==> src/rtl/sample_byte_serializer_pkg.sv <==
// Shared definitions for the sample-to-byte serializer: FSM state encoding
// and sample geometry.
package sample_byte_serializer_pkg;

  typedef logic [1:0] state_t;

  localparam state_t ST_IDLE  = 2'd0;
  localparam state_t ST_FETCH = 2'd1;
  localparam state_t ST_SEND  = 2'd2;

  localparam int Q_IN = 32;

  function automatic int bytes_per_sample(input int q_in);
    return q_in / 8;
  endfunction

  localparam int BYTES_PER_SAMPLE = bytes_per_sample(Q_IN);

endpackage

==> src/rtl/sample_fifo_circular.sv <==
// Circular sample buffer with accept/drop decision and a sticky overflow flag.
// A push into a full buffer still succeeds when a pop happens in the same cycle.
module sample_fifo_circular #(
  parameter int WIDTH  = 32,
  parameter int DEPTH  = 16,
  parameter int ADDR_W = 4
) (
  input  logic              clock,
  input  logic              reset,
  input  logic              push_i,
  input  logic [WIDTH-1:0]  data_i,
  input  logic              pop_i,
  output logic [WIDTH-1:0]  data_o,
  output logic [ADDR_W:0]   fill_level_o,
  output logic              overflow_o,
  input  logic              clear_overflow_i
);

  localparam logic [ADDR_W:0] FULL_LEVEL = (ADDR_W+1)'(DEPTH);

  logic [WIDTH-1:0]  mem_q [DEPTH];
  logic [ADDR_W-1:0] wr_ptr_q, wr_ptr_d;
  logic [ADDR_W-1:0] rd_ptr_q, rd_ptr_d;
  logic [ADDR_W:0]   fill_q, fill_d;
  logic              overflow_q, overflow_d;
  logic              accept_s;

  // Pointer, fill-level and overflow next-state; a drop outranks a clear.
  always_comb begin
    accept_s = push_i && ((fill_q != FULL_LEVEL) || pop_i);
    wr_ptr_d = accept_s ? (wr_ptr_q + 1'b1) : wr_ptr_q;
    rd_ptr_d = pop_i ? (rd_ptr_q + 1'b1) : rd_ptr_q;
    case ({accept_s, pop_i})
      2'b10:   fill_d = fill_q + 1'b1;
      2'b01:   fill_d = fill_q - 1'b1;
      default: fill_d = fill_q;
    endcase
    if (push_i && !accept_s) begin
      overflow_d = 1'b1;
    end else if (clear_overflow_i) begin
      overflow_d = 1'b0;
    end else begin
      overflow_d = overflow_q;
    end
  end

  // Control state registers.
  always_ff @(posedge clock or negedge reset) begin
    if (!reset) begin
      wr_ptr_q   <= {ADDR_W{1'b0}};
      rd_ptr_q   <= {ADDR_W{1'b0}};
      fill_q     <= {(ADDR_W+1){1'b0}};
      overflow_q <= 1'b0;
    end else begin
      wr_ptr_q   <= wr_ptr_d;
      rd_ptr_q   <= rd_ptr_d;
      fill_q     <= fill_d;
      overflow_q <= overflow_d;
    end
  end

  // Sample storage; contents survive reset.
  always_ff @(posedge clock) begin
    if (accept_s) begin
      mem_q[wr_ptr_q] <= data_i;
    end
  end

  assign data_o       = mem_q[rd_ptr_q];
  assign fill_level_o = fill_q;
  assign overflow_o   = overflow_q;

endmodule

==> src/rtl/sample_byte_serializer.sv <==
// Buffers signed samples and emits each one MSB-first as bytes on a
// valid/ready interface, with one bubble cycle between samples.
module sample_byte_serializer
  import sample_byte_serializer_pkg::*;
#(
  parameter int Q_in   = Q_IN,
  parameter int DEPTH  = 16,
  parameter int ADDR_W = 4
) (
  input  logic              clock,
  input  logic              reset,
  input  logic [Q_in-1:0]   data_in,
  input  logic              data_in_valid,
  output logic [7:0]        byte_out,
  output logic              byte_valid,
  input  logic              byte_ready,
  output logic [ADDR_W:0]   fill_level,
  output logic              overflow,
  input  logic              clear_overflow
);

  localparam int BPS = bytes_per_sample(Q_in);
  localparam int CNT_W = (BPS > 1) ? $clog2(BPS) : 1;
  localparam logic [CNT_W-1:0] LAST_CNT = CNT_W'(BPS - 1);

  state_t            state_q, state_d;
  logic [Q_in-1:0]   shift_q, shift_d;
  logic [CNT_W-1:0]  cnt_q, cnt_d;
  logic              byte_valid_q, byte_valid_d;
  logic              pop_s;
  logic              xfer_s;
  logic              have_data_s;
  logic [Q_in-1:0]   fifo_data_s;

  sample_fifo_circular #(
    .WIDTH  (Q_in),
    .DEPTH  (DEPTH),
    .ADDR_W (ADDR_W)
  ) u_fifo (
    .clock            (clock),
    .reset            (reset),
    .push_i           (data_in_valid),
    .data_i           (data_in),
    .pop_i            (pop_s),
    .data_o           (fifo_data_s),
    .fill_level_o     (fill_level),
    .overflow_o       (overflow),
    .clear_overflow_i (clear_overflow)
  );

  assign xfer_s      = (state_q == ST_SEND) && byte_ready;
  assign have_data_s = (fill_level != {(ADDR_W+1){1'b0}});

  // FSM state register.
  always_ff @(posedge clock or negedge reset) begin
    if (!reset) begin
      state_q <= ST_IDLE;
    end else begin
      state_q <= state_d;
    end
  end

  // Next-state logic.
  always_comb begin
    state_d = state_q;
    case (state_q)
      ST_IDLE: begin
        if (have_data_s) begin
          state_d = ST_FETCH;
        end else begin
          state_d = ST_IDLE;
        end
      end
      ST_FETCH: state_d = ST_SEND;
      ST_SEND: begin
        if (xfer_s && (cnt_q == LAST_CNT)) begin
          state_d = have_data_s ? ST_FETCH : ST_IDLE;
        end else begin
          state_d = ST_SEND;
        end
      end
      default: state_d = ST_IDLE;
    endcase
  end

  // Datapath and output next-state driven by the FSM.
  always_comb begin
    pop_s        = (state_q == ST_FETCH);
    byte_valid_d = (state_d == ST_SEND);
    if (pop_s) begin
      shift_d = fifo_data_s;
      cnt_d   = {CNT_W{1'b0}};
    end else if (xfer_s) begin
      shift_d = shift_q << 8;
      cnt_d   = cnt_q + 1'b1;
    end else begin
      shift_d = shift_q;
      cnt_d   = cnt_q;
    end
  end

  // Datapath and output registers.
  always_ff @(posedge clock or negedge reset) begin
    if (!reset) begin
      shift_q      <= {Q_in{1'b0}};
      cnt_q        <= {CNT_W{1'b0}};
      byte_valid_q <= 1'b0;
    end else begin
      shift_q      <= shift_d;
      cnt_q        <= cnt_d;
      byte_valid_q <= byte_valid_d;
    end
  end

  assign byte_out   = shift_q[Q_in-1 -: 8];
  assign byte_valid = byte_valid_q;

endmodule
==> config.mk <==
export PLATFORM = sky130hd
export DESIGN_NAME = sample_byte_serializer
export DESIGN_NICKNAME = d
export VERILOG_FILES = /design/src/rtl/sample_byte_serializer_pkg.sv /design/src/rtl/sample_fifo_circular.sv /design/src/rtl/sample_byte_serializer.sv
export SDC_FILE = /design/constraint.sdc
export NUM_CORES = 1
export LEC_CHECK = 0
export CORE_ASPECT_RATIO = 1.4
export CORE_MARGIN = 2
export CORE_UTILIZATION = 45
export CTS_CLUSTER_SIZE = 24
export DETAILED_ROUTE_END_ITERATION = 8
export PLACE_DENSITY = 0.62
export SLEW_MARGIN = 20
export SYNTH_ARGS = -nofsm -noshare
export SYNTH_HDL_FRONTEND = slang
export SYNTH_HIERARCHICAL = 1
export SYNTH_SLANG_ARGS = --single-unit
export TNS_END_PERCENT = 1
==> constraint.sdc <==
create_clock -name clock -period 3.7 [get_ports clock]
set_input_delay 0.555 -clock clock [delete_from_list [all_inputs] [get_ports clock]]
set_output_delay 0.555 -clock clock [all_outputs]
set_load 0.02 [all_outputs]
==> results of run 1 <==
==> registers in the layout, indices dropped and copies added, names as in the netlist <==
| register | flops |
|---|---|
| u_fifo/mem_q | 512 |
| u_fifo/wr_ptr_q | 4 |
| byte_valid | 1 |
| shift_q | 32 |
| cnt_q | 2 |
| u_fifo/fill_level_o | 5 |
| state_q | 2 |
| u_fifo/overflow_o | 1 |
| u_fifo/rd_ptr_q | 4 |
==> per-stage QoR <==
| stage | instances | power (uW) | area, um2 | worst slack, ps |
|---|---|---|---|---|
| 2_1_floorplan | 1051 | 12000 | 21700 | 660 |
| 3_3_place_gp | 1702 | 13900 | 23100 | 880 |
| 3_5_place_dp | 1702 | 13900 | 23100 | 830 |
| 4_1_cts | 1796 | 19100 | 24800 | 1030 |
| 5_1_grt | 1796 | 19800 | 24800 | 934 |
| 6_report | 1796 | 18900 | 24800 | 1010 |
==> worst register-to-register path, cell delays in order, from the launching register on <==
cell	delay (ps)
dfrtp_4	750
buf_12	310
mux4_2	540
a22oi_1	260
nand2_1	170
a22oi_1	390
o21ai_1	120
==> cell usage in the layout (no fill, tap or decap), types with 3 or more instances in the layout <==
cell type,n
dfrtp_1,49
buf_12,13
mux4_2,128
clkdlybuf4s50_1,50
and2_2,17
edfxtp_1,512
clkinv_1,13
bufinv_16,3
o21ai_1,24
buf_4,26
xnor2_1,8
nand2_1,82
inv_1,6
clkinvlp_4,3
clkbuf_16,54
nand2b_1,4
clkinv_2,8
clkbuf_1,7
o21ai_0,12
a22oi_1,88
mux2_2,4
nor2_1,5
ha_1,9
==> power groups by stage <==
stage / Clock [uW] / Sequential, uW / Combinational [uW]
2_1_floorplan: 0 / 8160 / 3890
3_3_place_gp: 0 / 8390 / 5460
3_5_place_dp: 0 / 8430 / 5510
4_1_cts: 5320 / 8300 / 5520
5_1_grt: 5570 / 8370 / 5840
6_report: 5210 / 8290 / 5420
==> logic make-up after synthesis <==
kind of cell,count (synthesis),share of synthesized area [%]
compound gates,131,4.10
fa+ha+maj,10,0.611
flops,563,76.7
xor+xnor,10,0.403
simple gates,127,2.69
mux,134,13.6
buf+inv,76,1.93
==> how the worst max path moves through the flow <==
| stage | cells after the start | slack (ps) | to | startpoint |
|---|---|---|---|---|
| finish | 6 | 1010 | shift_q[17] | u_fifo/rd_ptr_q[0] |
| global route | 6 | 930 | shift_q[17] | u_fifo/rd_ptr_q[0] |
| CTS | 6 | 1030 | shift_q[17] | u_fifo/rd_ptr_q[0] |
| detailed placement | 4 | 830 | u_fifo/mem_q[1][14] | data_in_valid |
| global placement | 5 | 880 | u_fifo/mem_q[6][17] | data_in_valid |
| floorplan | 10 | 660 | u_fifo/mem_q[0][0] | state_q[1] |
==> final cells by class <==
class	count	area, um2	share of cell area, %
Timing Repair Buffer	90	961	3.88
Inverter	7	28.8	0.116
Clock inverter	31	263	1.06
Multi-Input combinational cell	412	4690	18.9
Tap cell	630	788	3.18
Sequential cell	563	16700	67.2
Clock buffer	63	1410	5.67
==> routing by layer <==
metal | track usage, % | routed length, um | share of wire (%)
met2 | 34.3 | 25400 | 54
met4 | 5.99 | 1260 | 2.7
met5 | 0 | 0 | 0
met3 | 2.36 | 1810 | 3.8
met1 | 24.8 | 18700 | 40
==> results.yml, run 1 <==
worst_setup_path:
  critical_path.cell_chain: "buf_12 > mux4_2 > a22oi_1 > nand2_1 > a22oi_1 > o21ai_1"
  rrSetupSlack_ps: 1010
  r2r_end: "shift_q[17]"
  cp.required_ps: 4150
  r2r-start: "u_fifo/rd_ptr_q[0]"
  max_stage_delay_ps: 750
  critPathLaunchType: "flop"
  end_kind: "flop"
  cp.arrival_ps: 3140
  crit_fanout: 22
  cpMaxStageDelayCell: "dfrtp_4"
  worst-path-buf-inv: 1
  critPathKind: "flop to flop"
  cp_common_cell: "a22oi_1"
  critical_path.top_delay_family: "compound AO/OA/AOI/OAI gates"
  worstRegToRegCells: 6
drt:
  dr.pass1.iters: 5
  drtIter0Drc: 844
  wl_um: 47200
  drc: 0
  vias: 10400
  routed_via_density: 5.77
  detail-route-antenna-nets: 0
  wl_per_cell_um: 26.3
global_route:
  grt_pass1_vias: 11000
  track_usage_pct: 19.3
  overflow: 0
  grt_antenna_before_repair: 0
  grt_pass1_wl_um: 71000
  grt_max_degree: 44
cts:
  root_buffer: "clkbuf_16"
  post_cts_resized: 0
  postCtsSetupBuffers: 0
  clockBufferDepth: 3
  clkTransAtPathRegs_ps: 70
  htree_levels: 2
  cts_tree: "built"
  cts_sinks: 563
  clk_latency_ps: 590
  cts_buffers: 53
  holdBufCountCts: 0
pwr:
  switchingPower_uw: 5780
  intPower_uw: 13100
  p_per_area_mw_per_mm2: 763
  p_clk_share_pct: 27.5
  ir_worst_vdd_mv: 0.439
  swShare_pct: 30.6
  pwr-share-comb_pct: 28.7
  p_seq_share_pct: 43.8
  leakage_uw: 0.00809
synthesis:
  synthTopCellsByArea: "edfxtp_1 71%, mux4_2 13%, dfrtp_1 5.9%, a22oi_1 3.0%, nand2_1 1.4%"
  synth_top_area_share_pct: 70.8
  synth_seq_area_share_pct: 76.7
  async_flop_share_pct: 9.06
  synth_flop_cell: "edfxtp_1"
  syn_area_per_cell_um2: 20.7
  yosys_warnings: 6
  synth.distinct_cells: 41
  syn_inst: 1051
  synth-edff-count: 512
  syn-cell-area_mm2: 0.0217
  syn_nets: 1098
  yosysMostFrequentCell: "edfxtp_1"
  synth.cells.most_frequent: "512 x edfxtp_1, 128 x mux4_2, 88 x a22oi_1, 82 x nand2_1, 51 x dfrtp_1"
  yosys.area.top_type: "edfxtp_1"
  synth_seq_cells: 563
timing:
  finalCritPeriodShare_pct: 72.7
  slew_viol_final: 0
  fmax_ghz: 0.372
  finalHoldViolations: 0
  skew_ps: 25.2
  max_slew_margin_pct: 31.1
  finalSetupViolations: 0
  min_period_ps: 2690
  worst_pin_slew_ps: 1030
  fin_tns_setup_ps: 0
  rsz0062_at_grt: "false"
  holdWs_ps: 100
placement:
  place.gp.congestion: 0.713
  numPortBuffers: 51
  place_hpwl_um: 26900
die:
  initial_core_util_pct: 45.4
  die_w_um: 190
  ios: 52
  coreArea_mm2: 0.0478
  die_h_um: 264
  die-area_mm2: 0.0501
  rows: 95
layout:
  n_antenna_cell: 0
  drive_gt1_share_pct: 23.2
  nNetsFinal: 1174
  fillers: 3787
  area_growth_pct: 14.2
  final_util_pct: 51.9
min_path:
  hold_path.class: "input pin to async pin"
job:
  cap_violations: 0
status:
  outcome: "finished, final reports clean"
(Power assumes the default switching activity.)
==> run 2, diff against run 1 <==
==> constraint.sdc (replaced) <==
create_clock -name clock -period 2.6 [get_ports clock]
set_input_delay 0.39 -clock clock [delete_from_list [all_inputs] [get_ports clock]]
set_output_delay 0.39 -clock clock [all_outputs]
set_load 0.02 [all_outputs]
==> run 2 against run 1 <==
Utilization is 0.85 points higher. Wire length is 1.1% higher. Critical path depth is 1 higher. Die area stayed put. Worst hold slack better by 270 ps. Count of clock-buffer cells in the layout is 1 higher. Sequential share of layout area is 1.1 points lower. Flip-flop and latch count stayed put. Total power is 44% higher. Worst setup slack worse by 810 ps. Final cell count is 1.4% higher.
==> results.yml, run 2 (synthesis results as in run 1) <==
die:
  die-area_mm2: 0.0501
  initial_core_util_pct: 45.4
  ios: 52
  die_w_um: 190
  coreArea_mm2: 0.0478
  die_h_um: 264
  rows: 95
timing:
  finalSetupViolations: 0
  finalHoldViolations: 0
  max_slew_margin_pct: 57.1
  worst_pin_slew_ps: 642
  min_period_ps: 2400
  rsz0062_at_grt: "false"
  slew_viol_final: 0
  skew_ps: 12.6
  fmax_ghz: 0.417
  finalCritPeriodShare_pct: 92.1
  fin_tns_setup_ps: 0
cts:
  htree_levels: 2
  cts_buffers: 51
  cts_tree: "built"
  clockBufferDepth: 3
  root_buffer: "clkbuf_16"
  postCtsSetupBuffers: 0
  clk_latency_ps: 570
  clkTransAtPathRegs_ps: 70
  cts_sinks: 563
layout:
  layout_common_cells: "512 x edfxtp_1, 128 x mux4_2, 88 x a22oi_1"
  largest_reg_flops: 512
  regMostFlops: "u_fifo/mem_q"
  fillers: 3739
  fin_cells: 1822
  nNetsFinal: 1197
  final_util_pct: 52.7
  n_antenna_cell: 0
  drive_gt1_share_pct: 25.0
  final_common_cell: "edfxtp_1"
  area_growth_pct: 16.1
placement:
  place.gp.congestion: 0.756
  place_hpwl_um: 28500
  numPortBuffers: 51
  dp_cells: 1726
drt:
  detail-route-antenna-nets: 0
  drtIter0Drc: 944
  drc: 0
  vias: 10500
  dr.pass1.iters: 5
  wl_per_cell_um: 26.2
  wl_um: 47700
  routed_via_density: 5.75
min_path:
  hold_path.class: "input pin to async pin"
worst_setup_path:
  critPathKind: "flop to flop"
  cp-startpoint: "state_q[1]"
  cp.required_ps: 2860
  r2r_end: "u_fifo/mem_q[15][23]"
  worstRegToRegCells: 7
  crit_fanout: 25
  end_kind: "flop"
  cp-endpoint: "u_fifo/mem_q[15][23]"
  critPathLaunchType: "flop"
  rrSetupSlack_ps: 200
  cp.arrival_ps: 2650
  r2r-start: "state_q[1]"
status:
  outcome: "finished, final reports clean"
global_route:
  grt_antenna_before_repair: 1
  grt_use_met2_pct: 34.3
  use_met1_pct: 25.8
  grt_pass1_vias: 10900
  grt_pass1_wl_um: 71300
  track_usage_pct: 19.6
  overflow: 0
  met3_usage_pct: 2.35
  busiest_layer: "met2"
  grt_max_degree: 61
pwr:
  leakage_uw: 0.00828
  ir_worst_vdd_mv: 0.642
  p_per_area_mw_per_mm2: 1080
job:
  cap_violations: 0
-- run 2: cell types whose count changed in the layout (fill, tap and decap cells not counted), moves of 2 or more --
cell,previous run,this run
buf_12,13,27
buf_4,26,37
clkinv_1,13,8
bufinv_16,3,7
clkbuf_1,7,11
clkinv_2,8,11
clkbuf_16,54,52
-- run 2: through the flow --
| step | setup slack, ps | total power (uW) | area, um2 | hold slack [ps] |
|---|---|---|---|---|
| floorplan | -312 | 17100 | 21700 | 94.4 |
| global placement | 39.1 | 20000 | 23500 | 475 |
| detailed placement | 41.6 | 20000 | 23500 | 490 |
| CTS | 136 | 27600 | 25200 | 23.7 |
| global route | 41.3 | 28600 | 25200 | 395 |
| finish | 204 | 27300 | 25200 | 374 |
-- run 2: per-layer routing --
| metal | routed length [um] | up-vias |
|---|---|---|
| met4 | 1160 | 0 |
| met3 | 2140 | 67 |
| met2 | 25400 | 300 |
| met1 | 19100 | 5598 |
| li1 | - | 4504 |
| met5 | 0 | - |
-- run 2: area by class of cell --
cell class | count | area, um2 | area share [%]
Timing Repair Buffer | 115 | 1330 | 5.27
Multi-Input combinational cell | 412 | 4700 | 18.6
Clock inverter | 31 | 343 | 1.36
Tap cell | 630 | 788 | 3.13
Clock buffer | 64 | 1360 | 5.38
Inverter | 7 | 28.8 | 0.114
Sequential cell | 563 | 16700 | 66.1
-- run 2: repair_timing --
action | 4_1_cts | 5_1_grt
endpoints found under the hold margin | 0 | 36
gates resized for setup | 0 | 1
hold buffers | 0 | 1
endpoints found under the setup margin | 0 | 68
-- run 2: worst min path at each step --
stage,start,end,depth (start not counted)
after global routing,clear_overflow,u_fifo/overflow_o,2
after CTS,reset,u_fifo/fill_level_o[0],1
after global placement,state_q[0],state_q[0],1
after detailed placement,state_q[0],state_q[0],1
final,reset,u_fifo/fill_level_o[0],2
after floorplan,reset,byte_valid,0
-- run 2: critical path, stage by stage (launching register included) --
cell	delay, ps
dfrtp_1	390
nand2b_1	200
inv_4	70
nor2b_1	60
and2_1	210
nor3b_1	580
and2_2	300
buf_12	240
-- run 2: power breakdown --
| part | switching, uW | leakage [uW] | internal (uW) | total (uW) |
|---|---|---|---|---|
| Combinational | 4320 | 0.00220 | 3690 | 8010 |
| Sequential | 646 | 0.00525 | 11100 | 11700 |
| Clock | 3170 | 0.000827 | 4400 | 7580 |
==> run 3, diff against run 2 <==
--- a/config.mk
+++ b/config.mk
@@ -8,6 +8,7 @@
 export CORE_ASPECT_RATIO = 1.4
 export CORE_MARGIN = 2
 export CORE_UTILIZATION = 45
+export CTS_CLUSTER_DIAMETER = 30
 export CTS_CLUSTER_SIZE = 24
 export DETAILED_ROUTE_END_ITERATION = 8
 export PLACE_DENSITY = 0.62
==> run 3 against run 2 <==
Worst setup slack better by 66 ps. Register-to-register slack better by 70 ps. Count of clock-buffer cells in the layout is 29 higher. Clock power is 53% higher. Cell area is 4.9% higher. Sequential power hardly changed. Via count is 2.6% higher. Total power is 15% higher. Largest power group unchanged.
==> results.yml, run 3 (synthesis results as in run 1) <==
layout:
  regMostFlops: "u_fifo/mem_q"
  fin_cells: 1883
  n_antenna_cell: 0
  nNetsFinal: 1230
  area_growth_pct: 21.8
  largest_reg_flops: 512
  drive_gt1_share_pct: 29.4
  final_common_cell: "edfxtp_1"
  layout_common_cells: "512 x edfxtp_1, 128 x mux4_2, 88 x a22oi_1"
cts:
  postCtsSetupBuffers: 0
  cts_tree: "built"
  cts_sinks: 563
  clockBufferDepth: 3
  htree_levels: 3
  root_buffer: "clkbuf_16"
  cts_buffers: 84
  clk_latency_ps: 610
  clkTransAtPathRegs_ps: 50
global_route:
  grt_pass1_wl_um: 73400
  overflow: 0
  grt_max_degree: 61
  grt_antenna_before_repair: 1
  grt_pass1_vias: 11400
  track_usage_pct: 20.3
timing:
  finalCritPeriodShare_pct: 89.6
  holdWs_ps: 357
  rsz0062_at_grt: "false"
  slew_viol_final: 0
  worst_pin_slew_ps: 640
  fin_tns_setup_ps: 0
  finalSetupViolations: 0
  finalHoldViolations: 0
  min_period_ps: 2330
  max_slew_margin_pct: 57.2
  skew_ps: 21.0
  fmax_ghz: 0.429
die:
  die_w_um: 190
  initial_core_util_pct: 45.4
  ios: 52
  rows: 95
  die-area_mm2: 0.0501
  die_h_um: 264
  coreArea_mm2: 0.0478
worst_setup_path:
  worstRegToRegCells: 7
  end_kind: "flop"
  rrSetupSlack_ps: 270
  critPathKind: "flop to flop"
  cp-startpoint: "state_q[1]"
  cp.arrival_ps: 2610
  r2r_end: "u_fifo/mem_q[15][20]"
  critPathLaunchType: "flop"
  cp.required_ps: 2880
  cp-endpoint: "u_fifo/mem_q[15][20]"
  r2r-start: "state_q[1]"
  crit_fanout: 25
placement:
  dp_cells: 1726
  place.gp.congestion: 0.756
  place_hpwl_um: 28500
  numPortBuffers: 51
drt:
  detail-route-antenna-nets: 0
  drc: 0
  routed_via_density: 5.71
  dr.pass1.iters: 5
  wl_per_cell_um: 26.0
  vias: 10700
  drtIter0Drc: 923
  wl_um: 49000
pwr:
  leakage_uw: 0.00887
  p_seq_share_pct: 37.4
  switchingPower_uw: 9200
  p_clk_share_pct: 36.9
  total_power_uw: 31300
  swShare_pct: 29.3
  pwr-share-comb_pct: 25.7
  intPower_uw: 22100
  ir_worst_vdd_mv: 0.610
  p_per_area_mw_per_mm2: 1190
job:
  cap_violations: 0
status:
  outcome: "finished, final reports clean"
min_path:
  hold_path.class: "input pin to async pin"
-- run 3: worst max-delay path: stages, from the launching register on --
cell	delay [ps]
dfrtp_1	390
nand2b_1	200
inv_4	70
nor2b_1	60
and2_1	210
nor3b_1	530
and2_2	280
buf_12	240
-- run 3: cell type report --
cell class | count | area (um2)
Inverter | 7 | 28.8
Multi-Input combinational cell | 412 | 4700
Sequential cell | 563 | 16700
Clock inverter | 63 | 762
Fill cell | 3639 | 21300
Timing Repair Buffer | 115 | 1330
Clock buffer | 93 | 2180
Tap cell | 630 | 788
-- run 3: what timing repair did --
action,in CTS,in global routing
hold buffers,0,1
resized for setup,0,1
endpoints found under the hold margin,0,36
setup endpoints to repair,0,68
-- run 3: worst min path at each step --
stage                   start            endpoint  cells after the start
3_5_place_dp       state_q[0]          state_q[0]                      1
5_1_grt        clear_overflow   u_fifo/overflow_o                      2
3_3_place_gp       state_q[0]          state_q[0]                      1
6_report                reset  u_fifo/wr_ptr_q[1]                      2
2_1_floorplan           reset          byte_valid                      0
4_1_cts                 reset  u_fifo/wr_ptr_q[0]                      1
-- run 3: metrics by stage --
stage,cell area (um2),setup slack [ps],utilization [%]
6_report,26400,270,55.3
5_1_grt,26400,90.8,55.3
4_1_cts,26400,147,55.3
3_3_place_gp,23500,39.1,49.1
2_1_floorplan,21700,-312,-
3_5_place_dp,23500,41.6,49.1
-- run 3: layer usage --
layer,vias to the layer above,part of all wire (%),track usage (%)
met5,-,0,0
met4,0,3.1,7.96
met3,100,5.5,3.80
met2,358,52,34.9
met1,5672,39,25.6
li1,4613,-,-
-- run 3: power groups by stage --
stage | sequential, uW | combinational [uW] | clock (uW)
2_1_floorplan | 11600 | 5540 | 0
3_3_place_gp | 11900 | 8100 | 0
3_5_place_dp | 11900 | 8130 | 0
4_1_cts | 11700 | 8180 | 11700
5_1_grt | 11800 | 8680 | 12200
6_report | 11700 | 8040 | 11600
